--- config.mk ---
export PLATFORM = sky130hd
export DESIGN_NAME = min_max_array_loader
export DESIGN_NICKNAME = d
export VERILOG_FILES = /design/src/rtl/min_max_pkg.sv /design/src/rtl/min_max_array_ram.sv /design/src/rtl/min_max_array_loader.sv
export SDC_FILE = /design/constraint.sdc
export NUM_CORES = 1
export LEC_CHECK = 0
export ABC_CLOCK_PERIOD_IN_PS = 2800
export CAP_MARGIN = 20
export CORE_UTILIZATION = 59
export CTS_BUF_LIST = sky130_fd_sc_hd__clkbuf_4 sky130_fd_sc_hd__clkbuf_8
export CTS_CLUSTER_DIAMETER = 80
export DETAILED_ROUTE_END_ITERATION = 12
export GPL_ROUTABILITY_DRIVEN = 0
export HOLD_SLACK_MARGIN = 0.05
export PLACE_DENSITY = 0.82
export SLEW_MARGIN = 20
export SYNTH_ARGS = -nofsm -noshare
export SYNTH_HDL_FRONTEND = slang
export SYNTH_SLANG_ARGS = --single-unit
--- constraint.sdc ---
create_clock -name Clk -period 2.8 [get_ports Clk]
set_input_delay 0.42 -clock Clk [delete_from_list [all_inputs] [get_ports Clk]]
set_output_delay 0.42 -clock Clk [all_outputs]
set_load 0.05 [all_outputs]
--- src/rtl/min_max_pkg.sv ---
// Shared definitions for the min/max finder and its array loader front end.
//
// Contents
//   DefDepth, DefWidth : default array geometry (DEPTH entries of WIDTH bits)
//   DefTimeout         : default WAIT budget in clocks, also used by the finder benches
//   TmoW               : width of the WAIT timeout counter
//   state_e            : one-hot, 5-bit state encoding (INI, LOAD, STRT, WAIT, DONE)
package min_max_pkg;

  localparam int unsigned DefDepth   = 16;
  localparam int unsigned DefWidth   = 8;
  localparam int unsigned DefTimeout = 255;
  localparam int unsigned TmoW       = 8;
  localparam int unsigned NumStates  = 5;

  // One-hot so each Q* output is a single state bit.
  typedef enum logic [NumStates-1:0] {
    StIni  = 5'b00001,
    StLoad = 5'b00010,
    StStrt = 5'b00100,
    StWait = 5'b01000,
    StDone = 5'b10000
  } state_e;

endpackage

--- src/rtl/min_max_array_ram.sv ---
// DEPTH x WIDTH storage array for the min/max loader.
//
// One synchronous write port and one asynchronous (combinational) read port, so the finder
// can index the array at any time, in any loader state. Contents are never reset.
//
// Ports
//   clk     : rising-edge clock for the write port
//   we      : write enable
//   wr_addr : write index
//   wr_data : write data
//   rd_addr : read index
//   rd_data : mem[rd_addr], combinational
module min_max_array_ram
  import min_max_pkg::*;
#(
  parameter int unsigned DEPTH = DefDepth,
  parameter int unsigned WIDTH = DefWidth,
  localparam int unsigned AW   = $clog2(DEPTH)
) (
  input  logic             clk,
  input  logic             we,
  input  logic [AW-1:0]    wr_addr,
  input  logic [WIDTH-1:0] wr_data,
  input  logic [AW-1:0]    rd_addr,
  output logic [WIDTH-1:0] rd_data
);

  logic [WIDTH-1:0] mem [DEPTH];

  always_ff @(posedge clk) begin
    if (we) begin
      mem[wr_addr] <= wr_data;
    end
  end

  assign rd_data = mem[rd_addr];

endmodule

--- src/rtl/min_max_array_loader.sv ---
// Initiator side of the min/max finder handshake.
//
// Collects DEPTH bytes from a valid/ready stream into an array, pulses Fnd_start for one
// clock, serves the finder's reads through Rd_addr/Rd_data, waits (bounded by TIMEOUT) for
// Fnd_done, then presents Max/Min on Res_* until Res_ack.
//
// Optional build macro
//   MIN_MAX_SELF_CHECK_EN : tracks a running max/min of the loaded bytes and raises Mismatch
//                           at capture if the finder's answer disagrees.
//
// Ports
//   Clk, Reset_n          : clock, synchronous active-low reset
//   Din/Din_valid/Din_ready : byte stream in; accepted in INI and LOAD only
//   Rd_addr/Rd_data       : finder read port, combinational, valid in every state
//   Fnd_start             : one-clock start pulse to the finder
//   Fnd_done/Fnd_max/Fnd_min : finder completion and results
//   Res_max/Res_min/Err   : captured results and timeout flag
//   Res_valid/Res_ack     : result handshake; Res_valid is high throughout DONE
//   Qi,Ql,Qs,Qw,Qd        : one-hot state (INI, LOAD, STRT, WAIT, DONE)
//   Mismatch              : self-check result (only with MIN_MAX_SELF_CHECK_EN)
module min_max_array_loader
  import min_max_pkg::*;
#(
  parameter int unsigned DEPTH   = DefDepth,
  parameter int unsigned WIDTH   = DefWidth,
  parameter int unsigned TIMEOUT = DefTimeout,
  localparam int unsigned AW     = $clog2(DEPTH)
) (
  input  logic             Clk,
  input  logic             Reset_n,
  input  logic [WIDTH-1:0] Din,
  input  logic             Din_valid,
  output logic             Din_ready,
  input  logic [AW-1:0]    Rd_addr,
  output logic [WIDTH-1:0] Rd_data,
  output logic             Fnd_start,
  input  logic             Fnd_done,
  input  logic [WIDTH-1:0] Fnd_max,
  input  logic [WIDTH-1:0] Fnd_min,
  output logic [WIDTH-1:0] Res_max,
  output logic [WIDTH-1:0] Res_min,
  output logic             Res_valid,
  input  logic             Res_ack,
  output logic             Err,
  output logic             Qi,
  output logic             Ql,
  output logic             Qs,
  output logic             Qw,
  output logic             Qd
`ifdef MIN_MAX_SELF_CHECK_EN
  ,
  output logic             Mismatch
`endif
);

  state_e           state_q, state_d;
  logic [AW-1:0]    wr_ptr_q, wr_ptr_d;
  logic [TmoW-1:0]  tmo_cnt_q, tmo_cnt_d;
  logic             armed_q, armed_d;
  logic [WIDTH-1:0] res_max_q, res_max_d;
  logic [WIDTH-1:0] res_min_q, res_min_d;
  logic             err_q, err_d;

  logic             wr_en;
  logic [AW-1:0]    wr_addr;
  logic             capture;
  logic             tmo_hit;
  logic             leave_done;

  // Storage
  min_max_array_ram #(
    .DEPTH (DEPTH),
    .WIDTH (WIDTH)
  ) u_ram (
    .clk     (Clk),
    .we      (wr_en),
    .wr_addr (wr_addr),
    .wr_data (Din),
    .rd_addr (Rd_addr),
    .rd_data (Rd_data)
  );

  // Streaming input is open only while filling the array.
  assign Din_ready = (state_q == StIni) || (state_q == StLoad);
  assign wr_en     = Din_valid && Din_ready;
  // INI always writes entry 0, independent of where the pointer was left.
  assign wr_addr   = (state_q == StIni) ? '0 : wr_ptr_q;

  // A finder still showing Done from a previous run is ignored until Done has been seen low.
  assign capture    = (state_q == StWait) && armed_q && Fnd_done;
  assign tmo_hit    = (tmo_cnt_q == TmoW'(TIMEOUT));
  assign leave_done = (state_q == StDone) && Res_ack;

  always_comb begin
    state_d   = state_q;
    wr_ptr_d  = wr_ptr_q;
    tmo_cnt_d = tmo_cnt_q;
    armed_d   = armed_q;
    res_max_d = res_max_q;
    res_min_d = res_min_q;
    err_d     = err_q;

    unique case (state_q)
      StIni: begin
        if (Din_valid) begin
          wr_ptr_d = AW'(1);
          state_d  = StLoad;
        end
      end
      StLoad: begin
        if (Din_valid) begin
          // Pointer wraps to 0 on the last entry since DEPTH is a power of two.
          wr_ptr_d = wr_ptr_q + AW'(1);
          if (wr_ptr_q == AW'(DEPTH - 1)) begin
            state_d = StStrt;
          end
        end
      end
      StStrt: begin
        tmo_cnt_d = '0;
        armed_d   = 1'b0;
        state_d   = StWait;
      end
      StWait: begin
        tmo_cnt_d = tmo_cnt_q + TmoW'(1);
        if (!Fnd_done) begin
          armed_d = 1'b1;
        end
        // Completion takes priority over a coincident timeout.
        if (capture) begin
          res_max_d = Fnd_max;
          res_min_d = Fnd_min;
          err_d     = 1'b0;
          state_d   = StDone;
        end else if (tmo_hit) begin
          err_d   = 1'b1;
          state_d = StDone;
        end
      end
      StDone: begin
        if (Res_ack) begin
          state_d = StIni;
        end
      end
      default: begin
        state_d = StIni;
      end
    endcase
  end

  always_ff @(posedge Clk) begin
    if (!Reset_n) begin
      state_q   <= StIni;
      wr_ptr_q  <= '0;
      tmo_cnt_q <= '0;
      armed_q   <= 1'b0;
      res_max_q <= '0;
      res_min_q <= '0;
      err_q     <= 1'b0;
    end else begin
      state_q   <= state_d;
      wr_ptr_q  <= wr_ptr_d;
      tmo_cnt_q <= tmo_cnt_d;
      armed_q   <= armed_d;
      res_max_q <= res_max_d;
      res_min_q <= res_min_d;
      err_q     <= err_d;
    end
  end

  assign Fnd_start = (state_q == StStrt);
  assign Res_valid = (state_q == StDone);
  assign Res_max   = res_max_q;
  assign Res_min   = res_min_q;
  assign Err       = err_q;

  assign Qi = (state_q == StIni);
  assign Ql = (state_q == StLoad);
  assign Qs = (state_q == StStrt);
  assign Qw = (state_q == StWait);
  assign Qd = (state_q == StDone);

`ifdef MIN_MAX_SELF_CHECK_EN
  logic [WIDTH-1:0] loc_max_q, loc_max_d;
  logic [WIDTH-1:0] loc_min_q, loc_min_d;
  logic             mismatch_q, mismatch_d;

  always_comb begin
    loc_max_d  = loc_max_q;
    loc_min_d  = loc_min_q;
    mismatch_d = mismatch_q;
    if (wr_en) begin
      if (state_q == StIni) begin
        // First byte seeds both extremes.
        loc_max_d = Din;
        loc_min_d = Din;
      end else begin
        if (Din > loc_max_q) loc_max_d = Din;
        if (Din < loc_min_q) loc_min_d = Din;
      end
    end
    if (capture) begin
      mismatch_d = (Fnd_max != loc_max_q) || (Fnd_min != loc_min_q);
    end else if (leave_done) begin
      mismatch_d = 1'b0;
    end
  end

  always_ff @(posedge Clk) begin
    if (!Reset_n) begin
      loc_max_q  <= '0;
      loc_min_q  <= '0;
      mismatch_q <= 1'b0;
    end else begin
      loc_max_q  <= loc_max_d;
      loc_min_q  <= loc_min_d;
      mismatch_q <= mismatch_d;
    end
  end

  assign Mismatch = mismatch_q;
`else
  logic unused_leave_done;
  assign unused_leave_done = leave_done;
`endif

endmodule

* Word-level counts from Yosys, hierarchy flattened *
Memory sizes are Yosys's and may differ from the RTL's.
Index checks and enable logic that the tools add are counted.

cells by class
  $add $sub $neg = 2
  equality and inequality tests = 13
  mux-type cells = 18
  reduce and logical (&&, ||, !) cells = 12

operators by type and width
  operator                                                                  number
  5-bit 2-to-1 mux                                                          6
  5-bit case mux with 5 select lines                                        1
  8-bit case mux with 2 select lines                                        1
  4-bit 2-to-1 mux                                                          3
  8-bit by 1-bit adder with 8-bit output (second input constant)            1
  8-bit equality test (second input constant)                               1
  2-bit inequality test (second input constant)                             4
  4-bit case mux with 2 select lines                                        1
  2-bit AND reduction                                                       3
  2-bit nonzero test                                                        3
  5-bit by 1-bit equality test with 1-bit output (second input constant)    1
  5-bit by 2-bit equality test with 1-bit output (second input constant)    1
  5-bit by 3-bit equality test with 1-bit output (second input constant)    1
  5-bit by 4-bit equality test with 1-bit output (second input constant)    1
  5-bit equality test (second input constant)                               1
  1-bit 2-to-1 mux                                                          5
  5-bit AND reduction                                                       1
  4-bit by 1-bit adder with 4-bit output (second input constant)            1
  4-bit equality test (second input constant)                               1
  1-bit logical AND                                                         3
  3-bit by 1-bit inequality test with 1-bit output (second input constant)  1
  3-bit AND reduction                                                       1
  2-bit by 1-bit inequality test with 1-bit output (second input constant)  1
  1-bit case mux with 2 select lines                                        1
  1-bit logical OR                                                          1

storage, ports and cells
  flip-flop bits (word level) = 35
  memory bits (writable) = 128
  input port bits = 33
  output and inout port bits = 33
  memories = 1

memory list
  memory     depth  bits a word  rd ports  clocked after memory_dff  wr ports  RTL line                 RTL
  u_ram.mem  16     8            1         0                         1         min_max_array_ram.sv:28  logic [WIDTH-1:0] mem [DEPTH];

* Logic depth before layout (Yosys ltp) *
Gate-level depths: netlist of run 1.

  depth after elaboration = 5
  depth in mapped cells = 7
  mapped depth without buffers = 5

* Cells and area by module *
Synthesis of run 1 repeated with hierarchy kept, for this count alone.

second synthesis, totals
  cells, all modules = 413
  area, all modules = 6,548.8 um^2

by module, submodules not included
  module                instances  cells each  area each (um^2)
  min_max_array_ram     1          221         4,987.3
  min_max_array_loader  1          192         1,561.5

* Worst setup path after synthesis of run 1 *
No wires, ideal clock.

  kind = register to output
  start point = register state_q[0]
  end point = output port Res_valid
  arrival time = 2.519 ns
  data required time = 2.380 ns
  slack = -0.139 ns
  stages on the path, launching flop included = 5
  cells stage by stage = dfxtp_1 -> buf_4 -> nand2b_1 -> nor4_1 -> buf_4

on the way
  longest elaborated chain between the ends = 1

ends and longest elaborated chain
  element                   RTL line                     RTL
  start: declaration        min_max_array_loader.sv:56   state_e state_q, state_d;
  start signal: assignment  min_max_array_loader.sv:153  state_q <= StIni;
  start signal: assignment  min_max_array_loader.sv:161  state_q <= state_d;
  5-bit equality test       -
  end: declaration          min_max_array_loader.sv:42   output logic Res_valid,

No other way between the ends.

* Worst setup path in the final report of run 1 *
  start point = input port Rd_addr[1]
  end point = output port Rd_data[6]

on the way
  longest elaborated chain between the ends = 1

ends and longest elaborated chain
  element                 RTL line                    RTL
  start: declaration      min_max_array_loader.sv:34  input logic [AW-1:0] Rd_addr,
  memory read 16 x 8 bit  -
  end: declaration        min_max_array_loader.sv:35  output logic [WIDTH-1:0] Rd_data,

No other way between the ends.

==> results_dict.tcl, run 1 <==
set metrics [dict create \
    netlist_area_um2 6560 \
    yosys.area.top_type "edfxtp_1" \
    synth_top_cells_by_area "edfxtp_1 59%, mux4_2 14%, dfxtp_1 11%, nand2_1 2.6%, a21oi_1 1.8%" \
    max-slew-margin-rel_pct 53.8 \
    slowest_stage "mux4_2" \
    areaGrowthSynthToFinish_pct 20.0 \
    gr-max-usage-layer "met2" \
    power_mw 5.39 \
    seqCellArea_um2 4540 \
    final_cell_mix "128 x edfxtp_1, 52 x clkdlybuf4s50_1, 46 x nand2_1, 40 x mux4_2, 35 x dfxtp_1" \
    clk_latency_ns 0.44 \
    met1_usage_pct 33.8 \
    max_cap_viol_count 0 \
    drcViolationCount 0 \
    n_antenna_cell 0 \
    cts_tree "yes" \
    arrival_ns 2.28 \
    synth_ff_type "edfxtp_1" \
    dp_hpwl_um 9320 \
    fmax_mhz 371 \
    max_stage_delay_ns 0.52 \
    netlist_instances 399 \
    use_met3_pct 7.02 \
    critical-path-top-delay-family "buffers and inverters" \
    ir_drop_uv 366 \
    initial_utilization_pct 60.5 \
    fin_nets 517 \
    synth.distinct_cells 50 \
    grt_pass1_wl_um 21500 \
    skew_ns 0.0153 \
    globalRouteOverflowTotal 0 \
    pre_cts_ws_ns -0.0178 \
    pin_count 66 \
    async_flop_share_pct 0 \
    dr.pass1.iters 4 \
    grt.met2_usage_pct 42.1 \
    leakagePower_nw 2.66 \
    ant_nets 0 \
    synth_xor_area_share_pct 0.400 \
    cts_post_setup_buffers_inserted 0 \
    io_buffers 65 \
    die_w_um 107 \
    fill_cells 675 \
    start_kind "input pin" \
    drtIter0Drc 310 \
    cts_resized 0 \
    status "finished clean" \
    final_common_cell "edfxtp_1" \
    grt_max_degree 33 \
    drive_gt1_share_pct 24.2 \
    fp-row-count 38 \
    num_vias 3843 \
    synth-edff-count 128 \
    finalInstanceArea_um2 7880 \
    synth_fa_ha_area_share_pct 0.381 \
    hold_viol_final 0 \
    grt_use_total_pct 26.5 \
    synth_fp_nets 434 \
    fin_crit_sh_pct 96.3 \
    cts.sinks 163 \
    required_ns 2.38 \
    multi_input_area_um2 1880 \
    synth_warnings 0 \
    place_inst 603 \
    tightestPinTransition_ns 0.683 \
    grt_pass1_vias 3902 \
    synth_top_cell_area_share_pct 58.6 \
    setup_viol 0 \
    power.density_nw_per_um2 685 \
    cts_root_buf "clkbuf_8" \
    clk_pin_slew_worst_paths_ns 0.08 \
    synth-compound-area-share_pct 3.87 \
    min_period_ns 2.70 \
    post_drt_wl_per_cell_um 22.0 \
    die_h_um 107 \
    synth.mux.area_fraction_pct 14.4 \
    synth-seq-area-share_pct 69.2 \
    core-area_um2 10800 \
    final_max_slew_viol_count 0 \
    avgSynthCellArea_um2 16.5 \
    rsz0062_at_grt "no" \
    critPathBufInv 3 \
    h-tree-depth 4 \
    synth_top_family_by_area "multiplexers" \
    hold_path.class "reg2reg" \
    fin_cells 635 \
    path_cells "clkdlybuf4s50_1 -> buf_12 -> mux4_2 -> mux4_2 -> buf_4" \
    antenna_found_initial 0 \
    cp_max_fo 32 \
    ys_ff_latch 163 \
    wirelength_um 14000 \
    ctsLongestPathBuffers 2 \
    cts.hold.buffers_added 0 \
    die_area_um2 11600 \
    numCtsBuffers 17 \
    worst_slack_ns 0.102 \
    path_class "in2out" \
    placed_area_um2 7430 \
    synthSimpleGateAreaFrac_pct 9.51 \
    cpMostUsedCell "mux4_2" \
    end_kind "output pin" \
    via_per_inst 6.05 \
]
## area by class of cell
cell class / count / area share, %
Timing Repair Buffer: 87 / 10.4
Sequential cell: 163 / 57.7
Clock buffer: 21 / 3.43
Multi-Input combinational cell: 208 / 23.9
Clock inverter: 11 / 2.21
Tap cell: 140 / 2.22
Inverter: 5 / 0.238
## metal layers
| layer | vias to the layer above | share of wire [%] |
|---|---|---|
| li1 | 1718 | - |
| met1 | 1924 | 39 |
| met2 | 174 | 50 |
| met3 | 27 | 7.7 |
| met4 | 0 | 3.9 |
| met5 | - | 0 |
## per-stage QoR
stage	setup TNS (ns)	hold slack [ns]	util (%)
finish	0	0.457	72.7
CTS	0	0.460	72.6
detailed placement	-0.139	0.450	68.5
floorplan	0	0.456	-
global placement	0	0.441	68.5
global route	0	0.482	72.7
## power breakdown
part,leakage (nW),switching [mW],internal [mW]
clock network,0.226,0.820,1.04
logic,0.994,0.458,0.310
registers,1.44,0.0895,2.68
total,2.66,1.37,4.03
## cell usage after synthesis (2+ instances only)
| library cell | count |
|---|---|
| ha_1 | 2 |
| a211oi_2 | 2 |
| buf_2 | 6 |
| edfxtp_1 | 128 |
| inv_1 | 4 |
| xnor2_1 | 2 |
| buf_1 | 2 |
| buf_4 | 3 |
| nor3_1 | 5 |
| or3_1 | 5 |
| o311ai_0 | 2 |
| dfxtp_1 | 35 |
| mux2i_1 | 2 |
| nand3b_1 | 3 |
| clkbuf_1 | 9 |
| a21oi_1 | 23 |
| nor2b_1 | 2 |
| mux2_2 | 2 |
| buf_6 | 3 |
| nand2b_1 | 8 |
| nor2_1 | 24 |
| nand3_1 | 11 |
| nor4b_1 | 2 |
| and3_1 | 4 |
| nand2_1 | 46 |
| mux4_2 | 40 |
## flip-flops by register name (all words and copies together), names as in the netlist
name and cells:
tmo_cnt_q 8, armed_q 1, Res_min 8, Res_max 8, state_q 5, wr_ptr_q 4, u_ram.mem 128, Err 1
## worst paths after layout
| kind | start | end | slack [ns] | cells past startpoint |
|---|---|---|---|---|
| min | Res_min[3]$_SDFFE_PN0P_ | Res_min[3]$_SDFFE_PN0P_ | 0.46 | 2 |
| max | Rd_addr[1] | Rd_data[6] | 0.10 | 5 |
| max reg2reg | state_q[2]$_SDFFE_PN0P_ | u_ram.mem[6][7]$_DFFE_PP_ | 0.53 | 5 |
| min reg2reg | Res_min[3]$_SDFFE_PN0P_ | Res_min[3]$_SDFFE_PN0P_ | 0.46 | 2 |
## tightest hold or removal path, delay by kind of cell, from the launching register on
family	cells	cell delay, ns
compound gates	1	0.05
flops	1	0.31
simple gates	1	0.05
## cell families (layout without fill, tap and decap cells)
family                     after synthesis  count (layout)
and+or+nand+nor                        121             121
xor gates and xnor gates                 3               3
adders and majority gates                2               2
buffers and inverters                   28             124
DFF                                    163             163
muxes                                   44              44
AOI/OAI and AO/OA                       38              38
Note: power is estimated with default switching activity, not from simulation.
==> run 2, diff against run 1 <==
- CAP_MARGIN: 20 -> 25
- CELL_PAD_IN_SITES_DETAIL_PLACEMENT: unset -> 1
- CELL_PAD_IN_SITES_GLOBAL_PLACEMENT: unset -> 1
- CORE_UTILIZATION: 59 -> 50
- PLACE_DENSITY: 0.82 -> unset
- PLACE_DENSITY_LB_ADDON: unset -> 0.1
==> results_dict.tcl, run 2 (same netlist as run 1, synthesis figures left out) <==
set metrics [dict create \
    globalRouteOverflowTotal 0 \
    max_cap_viol_count 0 \
    io_buffers 65 \
    max_stage_delay_ns 0.53 \
    hold_viol_final 0 \
    fin_nets 519 \
    die_w_um 117 \
    wirelength_um 15400 \
    top_register "u_ram.mem" \
    final_cell_mix "128 x edfxtp_1, 50 x clkdlybuf4s50_1, 46 x nand2_1, 40 x mux4_2, 35 x dfxtp_1" \
    crit_path_start "Rd_addr[1]" \
    power_mw 5.07 \
    max-slew-margin-rel_pct 53.8 \
    r2r-start "state_q[2]$_SDFFE_PN0P_" \
    drive_gt1_share_pct 23.5 \
    grt_use_total_pct 24.7 \
    rsz0062_at_grt "no" \
    tightestPinTransition_ns 0.683 \
    final_max_slew_viol_count 0 \
    start_kind "input pin" \
    final.setup.tns_ns 0 \
    end_kind "output pin" \
    multi_input_area_um2 1880 \
    path_class "in2out" \
    post_drt_wl_per_cell_um 23.1 \
    cts_tree "yes" \
    arrival_ns 2.28 \
    fmax_mhz 370 \
    drcViolationCount 0 \
    die_area_um2 13600 \
    core-area_um2 12700 \
    n_antenna_cell 0 \
    critPathBufInv 3 \
    hold_path.class "reg2reg" \
    cts_root_buf "clkbuf_8" \
    clk_pin_slew_worst_paths_ns 0.08 \
    h-tree-depth 4 \
    min_period_ns 2.70 \
    grt_pass1_wl_um 23300 \
    slowest_stage "clkdlybuf4s50_1" \
    final_common_cell "edfxtp_1" \
    setup_viol 0 \
    cts.sinks 163 \
    fin_crit_sh_pct 96.5 \
    grt_max_degree 33 \
    num_vias 3850 \
    grt_pass1_vias 4035 \
    initial_utilization_pct 51.6 \
    fp-row-count 41 \
    power.density_nw_per_um2 646 \
    dp_hpwl_um 10600 \
    ir_drop_uv 518 \
    via_per_inst 5.75 \
    leakagePower_nw 2.63 \
    largest_reg_flops 128 \
    required_ns 2.38 \
    path_cells "clkdlybuf4s50_1 -> buf_12 -> mux4_2 -> mux4_2 -> buf_4" \
    skew_ns 0.0126 \
    fill_cells 1233 \
    cpMostUsedCell "mux4_2" \
    seqCellArea_um2 4540 \
    ctsLongestPathBuffers 2 \
    cp_max_fo 32 \
    areaGrowthSynthToFinish_pct 19.5 \
    dr.pass1.iters 4 \
    ant_nets 0 \
    numCtsBuffers 17 \
    pin_count 66 \
    clk_latency_ns 0.44 \
    antenna_found_initial 0 \
    hold_start "Res_max[0]$_SDFFE_PN0P_" \
    critical-path-top-delay-family "buffers and inverters" \
    status "finished clean" \
    die_h_um 117 \
    drtIter0Drc 251 \
]
[run 2: tightest hold or removal path, stage by stage (launching register included)]
cell     delay (ns)
dfxtp_1        0.32
nand2_1        0.05
a21oi_1        0.05
[run 2: layer usage]
layer	GRT usage, %	vias up	part of all wire [%]	wire length [um]
met2	42.8	131	53	8170
met3	5.97	23	4.6	712
li1	-	1719	-	-
met4	9.11	0	2.0	302
met1	30.0	1977	41	6260
met5	0	-	0	0
[run 2: worst paths after layout]
check / end / slack, ns / cells after the start
max: Rd_data[4] / 0.1 / 5
min: Res_max[0]$_SDFFE_PN0P_ / 0.46 / 2
min reg2reg: Res_max[0]$_SDFFE_PN0P_ / 0.46 / 2
max reg2reg: u_ram.mem[11][6]$_DFFE_PP_ / 0.52 / 5
[run 2: final cells by class]
| type | instances | area share (%) |
|---|---|---|
| clock inverter | 15 | 1.50 |
| tap | 172 | 2.74 |
| inverter | 5 | 0.239 |
| multi-input combinational | 208 | 24.0 |
| sequential | 163 | 58.0 |
| clock buffer | 17 | 2.98 |
| timing repair buffer | 89 | 10.6 |
[run 2: timing repair]
item	in CTS	in global routing
endpoints found under the hold margin	0	0
resized for setup	1	3
setup endpoints to repair	1	3
hold buffers	0	0
buffers inserted	0	0
[run 2: power by group]
group	leakage, nW	internal (mW)	total, mW	switching [mW]
registers	1.44	2.68	2.75	0.0703
logic	1.03	0.314	0.796	0.482
clock network	0.162	0.688	1.52	0.835
total	2.63	3.68	5.07	1.39
[run 2: metrics by stage]
stage	cells	utilization [%]	cell area, um2	hold slack, ns	worst slack (ns)
2_1_floorplan	399	-	6570	0.456	0.375
3_3_place_gp	637	58.8	7480	0.442	0.0129
3_5_place_dp	637	58.8	7480	0.452	0.00745
4_1_cts	669	61.6	7830	0.466	0.0272
5_1_grt	669	61.6	7840	0.482	0.0247
6_report	669	61.6	7840	0.460	0.0967
